===== src/rtl/lcd_status_composer.sv =====
// lcd_status_composer: builds the two 20-character ASCII rows for the LCD driver.
// Row 1 shows the game countdown, the strike count and the outcome.
// Row 2 is a free message line fed one character at a time by the game modules.
module lcd_status_composer #(
   parameter int CLK_HZ      = 50_000_000,
   parameter int START_SEC   = 300,
   parameter int MAX_STRIKES = 3
) (
   input  logic         CLK,
   input  logic         _RST,
   input  logic         start,
   input  logic         strike,
   input  logic         defused,
   input  logic         msg_valid,
   input  logic [7:0]   msg_char,
   output logic         msg_ready,
   input  logic         msg_clr,
   output logic [159:0] row_1,
   output logic [159:0] row_2,
   output logic         running,
   output logic         exploded,
   output logic [12:0]  sec_left
);

   localparam int             PW          = (CLK_HZ > 1) ? $clog2(CLK_HZ) : 1;
   localparam logic [PW-1:0]  PRESC_MAX   = PW'(CLK_HZ - 1);
   localparam int             START_MM    = START_SEC / 60;
   localparam int             START_SS    = START_SEC % 60;
   localparam logic [3:0]     INIT_MTENS  = 4'(START_MM / 10);
   localparam logic [3:0]     INIT_MONES  = 4'(START_MM % 10);
   localparam logic [3:0]     INIT_STENS  = 4'(START_SS / 10);
   localparam logic [3:0]     INIT_SONES  = 4'(START_SS % 10);
   localparam logic [12:0]    INIT_SEC    = 13'(START_SEC);
   localparam logic [3:0]     STRIKE_LAST = 4'(MAX_STRIKES - 1);
   localparam logic [159:0]   BLANK_ROW   = {20{8'h20}};

   typedef enum logic [1:0] {ST_IDLE, ST_RUN, ST_BOOM, ST_DONE} gameState_t;
   typedef enum logic {CLR_IDLE, CLR_BUSY} clrState_t;

   gameState_t     r_state;
   gameState_t     w_nextState;
   clrState_t      r_clrState;
   clrState_t      w_clrNext;

   logic [PW-1:0]  r_presc;
   logic [3:0]     r_mTens;
   logic [3:0]     r_mOnes;
   logic [3:0]     r_sTens;
   logic [3:0]     r_sOnes;
   logic [12:0]    r_secLeft;
   logic [3:0]     r_strikes;
   logic [159:0]   r_row2;
   logic [4:0]     r_cursor;
   logic [4:0]     r_clrIdx;

   logic           w_tick;
   logic           w_lastSecond;
   logic           w_reload;
   logic           w_decrement;
   logic           w_addStrike;
   logic           w_transfer;
   logic [159:0]   w_row1;

   assign w_tick       = (r_state == ST_RUN) && (r_presc == PRESC_MAX);
   assign w_lastSecond = (r_mTens == 4'd0) && (r_mOnes == 4'd0) &&
                         (r_sTens == 4'd0) && (r_sOnes == 4'd1);

   // Game state register.
   always_ff @(posedge CLK or negedge _RST) begin
      if (!_RST) begin
         r_state <= ST_IDLE;
      end else begin
         r_state <= w_nextState;
      end
   end

   // Game next-state and per-cycle control: detonation beats defusal beats a plain strike.
   always_comb begin
      w_nextState = r_state;
      w_reload    = 1'b0;
      w_decrement = 1'b0;
      w_addStrike = 1'b0;
      case (r_state)
         ST_IDLE: begin
            if (start) begin
               w_nextState = ST_RUN;
               w_reload    = 1'b1;
            end
         end
         ST_RUN: begin
            w_decrement = w_tick;
            w_addStrike = strike;
            if ((w_tick && w_lastSecond) || (strike && (r_strikes == STRIKE_LAST))) begin
               w_nextState = ST_BOOM;
            end else if (defused) begin
               w_nextState = ST_DONE;
            end
         end
         ST_BOOM, ST_DONE: begin
            if (start) begin
               w_nextState = ST_RUN;
               w_reload    = 1'b1;
            end
         end
         default: begin
            w_nextState = ST_IDLE;
         end
      endcase
   end

   // One-second prescaler, only free-running while staying in RUN.
   always_ff @(posedge CLK or negedge _RST) begin
      if (!_RST) begin
         r_presc <= '0;
      end else if ((r_state == ST_RUN) && (w_nextState == ST_RUN)) begin
         r_presc <= w_tick ? '0 : r_presc + 1'b1;
      end else begin
         r_presc <= '0;
      end
   end

   // BCD mm:ss countdown with a binary seconds counter kept in lockstep.
   always_ff @(posedge CLK or negedge _RST) begin
      if (!_RST) begin
         r_mTens   <= INIT_MTENS;
         r_mOnes   <= INIT_MONES;
         r_sTens   <= INIT_STENS;
         r_sOnes   <= INIT_SONES;
         r_secLeft <= INIT_SEC;
      end else if (w_reload) begin
         r_mTens   <= INIT_MTENS;
         r_mOnes   <= INIT_MONES;
         r_sTens   <= INIT_STENS;
         r_sOnes   <= INIT_SONES;
         r_secLeft <= INIT_SEC;
      end else if (w_decrement) begin
         r_secLeft <= r_secLeft - 13'd1;
         if (r_sOnes != 4'd0) begin
            r_sOnes <= r_sOnes - 4'd1;
         end else begin
            r_sOnes <= 4'd9;
            if (r_sTens != 4'd0) begin
               r_sTens <= r_sTens - 4'd1;
            end else begin
               r_sTens <= 4'd5;
               if (r_mOnes != 4'd0) begin
                  r_mOnes <= r_mOnes - 4'd1;
               end else begin
                  r_mOnes <= 4'd9;
                  r_mTens <= r_mTens - 4'd1;
               end
            end
         end
      end
   end

   // Strike counter; the fatal strike is still counted.
   always_ff @(posedge CLK or negedge _RST) begin
      if (!_RST) begin
         r_strikes <= 4'd0;
      end else if (w_reload) begin
         r_strikes <= 4'd0;
      end else if (w_addStrike) begin
         r_strikes <= r_strikes + 4'd1;
      end
   end

   // Status line assembled from registered state.
   always_comb begin
      w_row1          = BLANK_ROW;
      w_row1[159:120] = "TIME ";
      w_row1[119:112] = 8'h30 + {4'h0, r_mTens};
      w_row1[111:104] = 8'h30 + {4'h0, r_mOnes};
      w_row1[103:96]  = ":";
      w_row1[95:88]   = 8'h30 + {4'h0, r_sTens};
      w_row1[87:80]   = 8'h30 + {4'h0, r_sOnes};
      w_row1[79:64]   = "  ";
      case (r_state)
         ST_BOOM: w_row1[63:0] = "BOOM!   ";
         ST_DONE: w_row1[63:0] = "DEFUSED!";
         default: w_row1[63:0] = {"STRIKE ", 8'h30 + {4'h0, r_strikes}};
      endcase
   end

   // Clear sequencer state register.
   always_ff @(posedge CLK or negedge _RST) begin
      if (!_RST) begin
         r_clrState <= CLR_IDLE;
      end else begin
         r_clrState <= w_clrNext;
      end
   end

   // Clear sequencer next state: a clear runs once over all 20 bytes.
   always_comb begin
      w_clrNext = r_clrState;
      case (r_clrState)
         CLR_IDLE: begin
            if (msg_clr) begin
               w_clrNext = CLR_BUSY;
            end
         end
         CLR_BUSY: begin
            if (r_clrIdx == 5'd19) begin
               w_clrNext = CLR_IDLE;
            end
         end
         default: begin
            w_clrNext = CLR_IDLE;
         end
      endcase
   end

   // Clear index: starts at byte 0 on the request, steps once per busy cycle.
   always_ff @(posedge CLK or negedge _RST) begin
      if (!_RST) begin
         r_clrIdx <= 5'd0;
      end else if (r_clrState == CLR_IDLE) begin
         r_clrIdx <= 5'd0;
      end else begin
         r_clrIdx <= r_clrIdx + 5'd1;
      end
   end

   assign msg_ready  = (r_clrState == CLR_IDLE) && !msg_clr;
   assign w_transfer = msg_valid && msg_ready;

   // Message row storage: clear writes and host writes never overlap since ready is low while busy.
   always_ff @(posedge CLK or negedge _RST) begin
      if (!_RST) begin
         r_row2 <= BLANK_ROW;
      end else if (r_clrState == CLR_BUSY) begin
         for (int b = 0; b < 20; b++) begin
            if (r_clrIdx == 5'(b)) begin
               r_row2[159-8*b -: 8] <= 8'h20;
            end
         end
      end else if (w_transfer && (msg_char != 8'h0A)) begin
         for (int b = 0; b < 20; b++) begin
            if (r_cursor == 5'(b)) begin
               r_row2[159-8*b -: 8] <= msg_char;
            end
         end
      end
   end

   // Cursor: newline homes it, other chars advance with wrap, a finished clear homes it.
   always_ff @(posedge CLK or negedge _RST) begin
      if (!_RST) begin
         r_cursor <= 5'd0;
      end else if ((r_clrState == CLR_BUSY) && (r_clrIdx == 5'd19)) begin
         r_cursor <= 5'd0;
      end else if (w_transfer) begin
         if ((msg_char == 8'h0A) || (r_cursor == 5'd19)) begin
            r_cursor <= 5'd0;
         end else begin
            r_cursor <= r_cursor + 5'd1;
         end
      end
   end

   assign row_1    = w_row1;
   assign row_2    = r_row2;
   assign running  = (r_state == ST_RUN);
   assign exploded = (r_state == ST_BOOM);
   assign sec_left = r_secLeft;

endmodule

===== config.mk =====
export PLATFORM = sky130hd
export DESIGN_NAME = lcd_status_composer
export DESIGN_NICKNAME = d
export VERILOG_FILES = /design/src/rtl/lcd_status_composer.sv
export SDC_FILE = /design/constraint.sdc
export NUM_CORES = 1
export LEC_CHECK = 0
export ABC_AREA = 0
export BUFFER_PORTS_ARGS = -buffer_cell sky130_fd_sc_hd__buf_4
export CORE_MARGIN = 2
export CORE_UTILIZATION = 40
export CTS_BUF_LIST = sky130_fd_sc_hd__clkbuf_4
export CTS_CLUSTER_DIAMETER = 100
export DETAILED_ROUTE_END_ITERATION = 6
export PLACE_DENSITY_LB_ADDON = 0.2
export SLEW_MARGIN = 20
export SYNTH_ARGS = -nofsm -noshare
export SYNTH_HDL_FRONTEND = slang
export SYNTH_SLANG_ARGS = --single-unit

===== constraint.sdc =====
create_clock -name CLK -period 6.52 [get_ports CLK]
set_input_delay 1.304 -clock CLK [delete_from_list [all_inputs] [get_ports CLK]]
set_output_delay 1.304 -clock CLK [all_outputs]
set_load 0.02 [all_outputs]

==> metrics.txt <==
# TYPE chip_impl_metric gauge
chip_impl_info{name="status",value="completed"} 1
chip_impl_metric{name="drt_pass_1_iters",unit=""} 5
chip_impl_metric{name="post_synth_inst_count",unit=""} 1151
chip_impl_metric{name="syn_area_per_cell",unit="sq um"} 10.2
chip_impl_metric{name="number_of_flops_mapped_to_enable_cells_by_yosys",unit=""} 0
chip_impl_metric{name="compound_cell_area_share_of_the_yosys_netlist",unit="%"} 10.3
chip_impl_metric{name="initialDrtViolationCount",unit=""} 568
chip_impl_metric{name="register_area",unit="sq um"} 5840
chip_impl_metric{name="slew_violations",unit=""} 0
chip_impl_metric{name="maxClockFrequency",unit="MHz"} 282
chip_impl_metric{name="floorplan_core_area",unit="sq um"} 28800
chip_impl_metric{name="finalCritPeriodShare",unit="%"} 54.3
chip_impl_metric{name="fp.dieArea",unit="sq um"} 30700
chip_impl_metric{name="num-fill-cells",unit=""} 2702
chip_impl_metric{name="clk_pin_slew_worst_paths",unit="ps"} 60
chip_impl_metric{name="remaining_overflow_grt",unit=""} 0
chip_impl_metric{name="synth.cell_area",unit="sq um"} 11700
chip_impl_metric{name="required",unit="ps"} 5220
chip_impl_metric{name="finalHoldViolations",unit=""} 0
chip_impl_metric{name="part_of_the_total_power_dissipated_in_sequential_elements",unit="%"} 37.4
chip_impl_metric{name="clock-sinks",unit=""} 232
chip_impl_metric{name="die_width",unit="microns"} 175
chip_impl_metric{name="post-cts-setup-buffer-count",unit=""} 0
chip_impl_info{name="cts_tree",value="yes"} 1
chip_impl_metric{name="swShare",unit="%"} 37.3
chip_impl_metric{name="multi_input_combinational_cell_area",unit="sq um"} 5000
chip_impl_metric{name="drive_above_1_share",unit="%"} 32.5
chip_impl_metric{name="worstPathMaxFanout",unit=""} 11
chip_impl_metric{name="dp_hpwl",unit="microns"} 22700
chip_impl_metric{name="fin_worst_hold_slack",unit="ps"} 499
chip_impl_info{name="worstSetupPathType",value="reg2out"} 1
chip_impl_metric{name="worstMarginPinSlew",unit="ps"} 990
chip_impl_metric{name="ir_drop",unit="uV"} 214
chip_impl_metric{name="synth-adder-area-share",unit="%"} 2.03
chip_impl_metric{name="io-pin-count",unit=""} 351
chip_impl_metric{name="slew_headroom",unit="%"} 33.8
chip_impl_metric{name="ctsLongestPathBuffers",unit=""} 3
chip_impl_metric{name="postCtsHoldBufs",unit=""} 0
chip_impl_info{name="synth.largest_area_cell",value="sky130_fd_sc_hd__dfrtp_1"} 1
chip_impl_metric{name="finish.utilization",unit="%"} 49.4
chip_impl_metric{name="preCtsSetupSlack",unit="ps"} 2650
chip_impl_metric{name="wirelength_per_cell",unit="microns"} 18.0
chip_impl_metric{name="p_int",unit="mW"} 3.16
chip_impl_info{name="combinational_family_with_the_most_area_after_synthesis",value="simple AND/OR/NAND/NOR gates"} 1
chip_impl_metric{name="maxCapViolCount",unit=""} 0
chip_impl_metric{name="fin_tns_setup",unit="ps"} 0
chip_impl_metric{name="initial_antenna_violation_count",unit=""} 1
chip_impl_metric{name="io_buffers",unit=""} 238
chip_impl_metric{name="fp-row-count",unit=""} 62
chip_impl_metric{name="clockPowerShare",unit="%"} 29.7
chip_impl_info{name="clock_tree.root_cell",value="sky130_fd_sc_hd__clkbuf_4"} 1
chip_impl_metric{name="area_growth",unit="%"} 21.3
chip_impl_metric{name="top_cell_type_s_share_of_synthesized_area",unit="%"} 44.0
chip_impl_metric{name="postLayoutSetupSlackWorst",unit="ps"} 2980
chip_impl_info{name="ys_dominant_reg_cell",value="sky130_fd_sc_hd__dfrtp_1"} 1
chip_impl_metric{name="clock_tree.htree_level_count",unit=""} 3
chip_impl_info{name="critPathLaunchType",value="flip-flop"} 1
chip_impl_metric{name="first_pass_grt_wire_length",unit="microns"} 51200
chip_impl_metric{name="drc",unit=""} 0
chip_impl_metric{name="start_util",unit="%"} 40.8
chip_impl_metric{name="synth-seq-cells",unit=""} 232
chip_impl_metric{name="drt_total_wl",unit="microns"} 32700
chip_impl_info{name="setup_repair_after_global_routing_missed_its_margin",value="no"} 1
chip_impl_metric{name="static-leakage-power",unit="nW"} 6.64
chip_impl_metric{name="combPwrFrac",unit="%"} 32.9
chip_impl_metric{name="synthMuxAreaShare",unit="%"} 7.96
chip_impl_metric{name="vertical_die_dimension",unit="microns"} 175
chip_impl_metric{name="crit_arrival",unit="ps"} 2240
chip_impl_metric{name="place.gp.congestion",unit=""} 0.834
chip_impl_metric{name="synth_simple_gate_area_share",unit="%"} 17.1
chip_impl_metric{name="yosys.area_share.xor_xnor",unit="%"} 1.05
chip_impl_metric{name="synthArstFlopShare",unit="%"} 100
chip_impl_metric{name="cts_buffers",unit=""} 68
chip_impl_info{name="timing.critical_path.to_type",value="primary output"} 1
chip_impl_metric{name="setup-violations-final",unit=""} 0
chip_impl_metric{name="route.antenna.remaining_nets",unit=""} 0
chip_impl_info{name="synth.top_cells.by_area",value="sky130_fd_sc_hd__dfrtp_1, sky130_fd_sc_hd__buf_4, sky130_fd_sc_hd__mux2_2"} 1
chip_impl_metric{name="grt_pass1_vias",unit=""} 8855
chip_impl_metric{name="seq_area_frac_synth",unit="%"} 49.8
chip_impl_metric{name="layout.nets",unit=""} 1411
chip_impl_metric{name="powerDensity",unit="nW/um^2"} 354
chip_impl_metric{name="via_per_inst",unit=""} 5.14
chip_impl_info{name="holdCritPathClass",value="reg2reg"} 1
chip_impl_metric{name="post_cts_resize_count",unit=""} 0
chip_impl_metric{name="clkLatencyLatePin",unit="ps"} 670
chip_impl_metric{name="ys.warnings.count",unit=""} 0
chip_impl_metric{name="vias",unit=""} 9341
chip_impl_metric{name="switchingPower",unit="mW"} 1.88
chip_impl_metric{name="pin_count_of_the_biggest_net_entering_global_routing",unit=""} 138
chip_impl_metric{name="fin_crit",unit="ps"} 3540
chip_impl_metric{name="grt_usage",unit="%"} 21.1
chip_impl_metric{name="yosysUniqueCellTypes",unit=""} 61
chip_impl_metric{name="clock-skew-final",unit="ps"} 45.8
==> registers in the layout, indices dropped and copies added, names as in the netlist <==
signal,count
r_presc,26
r_mOnes,4
r_clrState,1
r_strikes,4
r_mTens,4
r_sOnes,4
r_cursor,5
r_clrIdx,5
sec_left,13
r_state,2
row_2,160
r_sTens,4
==> metal layers <==
| metal | track usage [%] | vias to the layer above | share of wire (%) |
|---|---|---|---|
| li1 | - | 4346 | - |
| met1 | 29.5 | 4610 | 46 |
| met2 | 32.3 | 330 | 46 |
| met3 | 4.94 | 55 | 6.2 |
| met4 | 6.60 | 0 | 2.2 |
| met5 | 0 | - | 0 |
==> synthesized netlist by cell type, types with 21 or more instances <==
master and count:
sky130_fd_sc_hd__a21oi_1 28, sky130_fd_sc_hd__buf_4 135, sky130_fd_sc_hd__clkbuf_1 51, sky130_fd_sc_hd__dfrtp_1 206, sky130_fd_sc_hd__dfstp_2 26, sky130_fd_sc_hd__inv_1 31, sky130_fd_sc_hd__mux2_2 66, sky130_fd_sc_hd__nand2_1 76
sky130_fd_sc_hd__nand3_1 91, sky130_fd_sc_hd__nand4_1 21, sky130_fd_sc_hd__nor2_1 40, sky130_fd_sc_hd__o21ai_0 100
==> layout by cell type (no fill, tap or decap), types with 12 or more instances in the layout <==
cell,n
sky130_fd_sc_hd__clkinv_1,17
sky130_fd_sc_hd__nand3_1,91
sky130_fd_sc_hd__inv_1,31
sky130_fd_sc_hd__nor2_1,40
sky130_fd_sc_hd__nor3_1,18
sky130_fd_sc_hd__ha_1,19
sky130_fd_sc_hd__buf_4,240
sky130_fd_sc_hd__mux2_2,66
sky130_fd_sc_hd__dfrtp_1,206
sky130_fd_sc_hd__nor2b_1,19
sky130_fd_sc_hd__clkbuf_4,103
sky130_fd_sc_hd__dfstp_2,26
sky130_fd_sc_hd__nand2b_1,13
sky130_fd_sc_hd__nand2_1,75
sky130_fd_sc_hd__a211oi_1,12
sky130_fd_sc_hd__or4_1,15
sky130_fd_sc_hd__a21oi_1,28
sky130_fd_sc_hd__nor4_1,18
sky130_fd_sc_hd__o21ai_0,100
sky130_fd_sc_hd__nand4_1,21
sky130_fd_sc_hd__conb_1,112
sky130_fd_sc_hd__mux2i_1,19
==> per-stage QoR <==
stage / instances / cell area (sq um) / power (mW)
floorplan: 1261 / 12100 / 2.96
global placement: 1691 / 13200 / 3.54
detailed placement: 1691 / 13200 / 3.56
CTS: 1816 / 14100 / 5.09
global route: 1817 / 14200 / 5.31
finish: 1817 / 14200 / 5.04
==> layout make-up <==
cell class	count	share of cell area, %
Clock buffer	103	5.44
Antenna cell	1	0.0176
Timing Repair Buffer	242	12.9
Clock inverter	22	1.20
Inverter	32	0.844
Tap cell	384	3.38
Multi-Input combinational cell	801	35.2
Sequential cell	232	41.0
==> kinds of logic (layout without fill, tap and decap cells) <==
logic type,after synthesis,in the layout
AO/OA/AOI/OAI,200,200
adder cells (fa/ha/maj),19,19
multiplexers,85,85
XOR/XNOR,14,14
AND/OR/NAND/NOR,371,371
buffers and inverters,228,399
other,2,113
flip-flops,232,232
==> final timing paths <==
| path | from | endpoint | slack [ps] | depth (start not counted) |
|---|---|---|---|---|
| min in group asynchronous | _RST | row_2[54] | 680 | 1 |
| setup reg to reg | r_clrState | row_2[126] | 3400 | 4 |
| hold / removal | r_presc[0] | r_presc[0] | 500 | 1 |
| setup / recovery | r_state[1] | row_1[30] | 2980 | 4 |
| hold reg to reg | r_presc[0] | r_presc[0] | 500 | 1 |
| max in group asynchronous | _RST | r_presc[20] | 4610 | 2 |
==> power groups by stage <==
| stage | clock [mW] | combinational [mW] | sequential (mW) |
|---|---|---|---|
| after detailed placement | 0 | 1.66 | 1.91 |
| after floorplan | 0 | 0.870 | 2.09 |
| after global placement | 0 | 1.64 | 1.90 |
| after global routing | 1.62 | 1.77 | 1.92 |
| final | 1.50 | 1.65 | 1.89 |
| after CTS | 1.54 | 1.66 | 1.88 |
==> worst max-delay path: stages (launching register included) <==
cell and delay, ps:
sky130_fd_sc_hd__dfrtp_1 540, sky130_fd_sc_hd__inv_1 230, sky130_fd_sc_hd__nor2_1 430, sky130_fd_sc_hd__inv_1 180, sky130_fd_sc_hd__buf_4 200
Power figures use the tool's default switching activity.
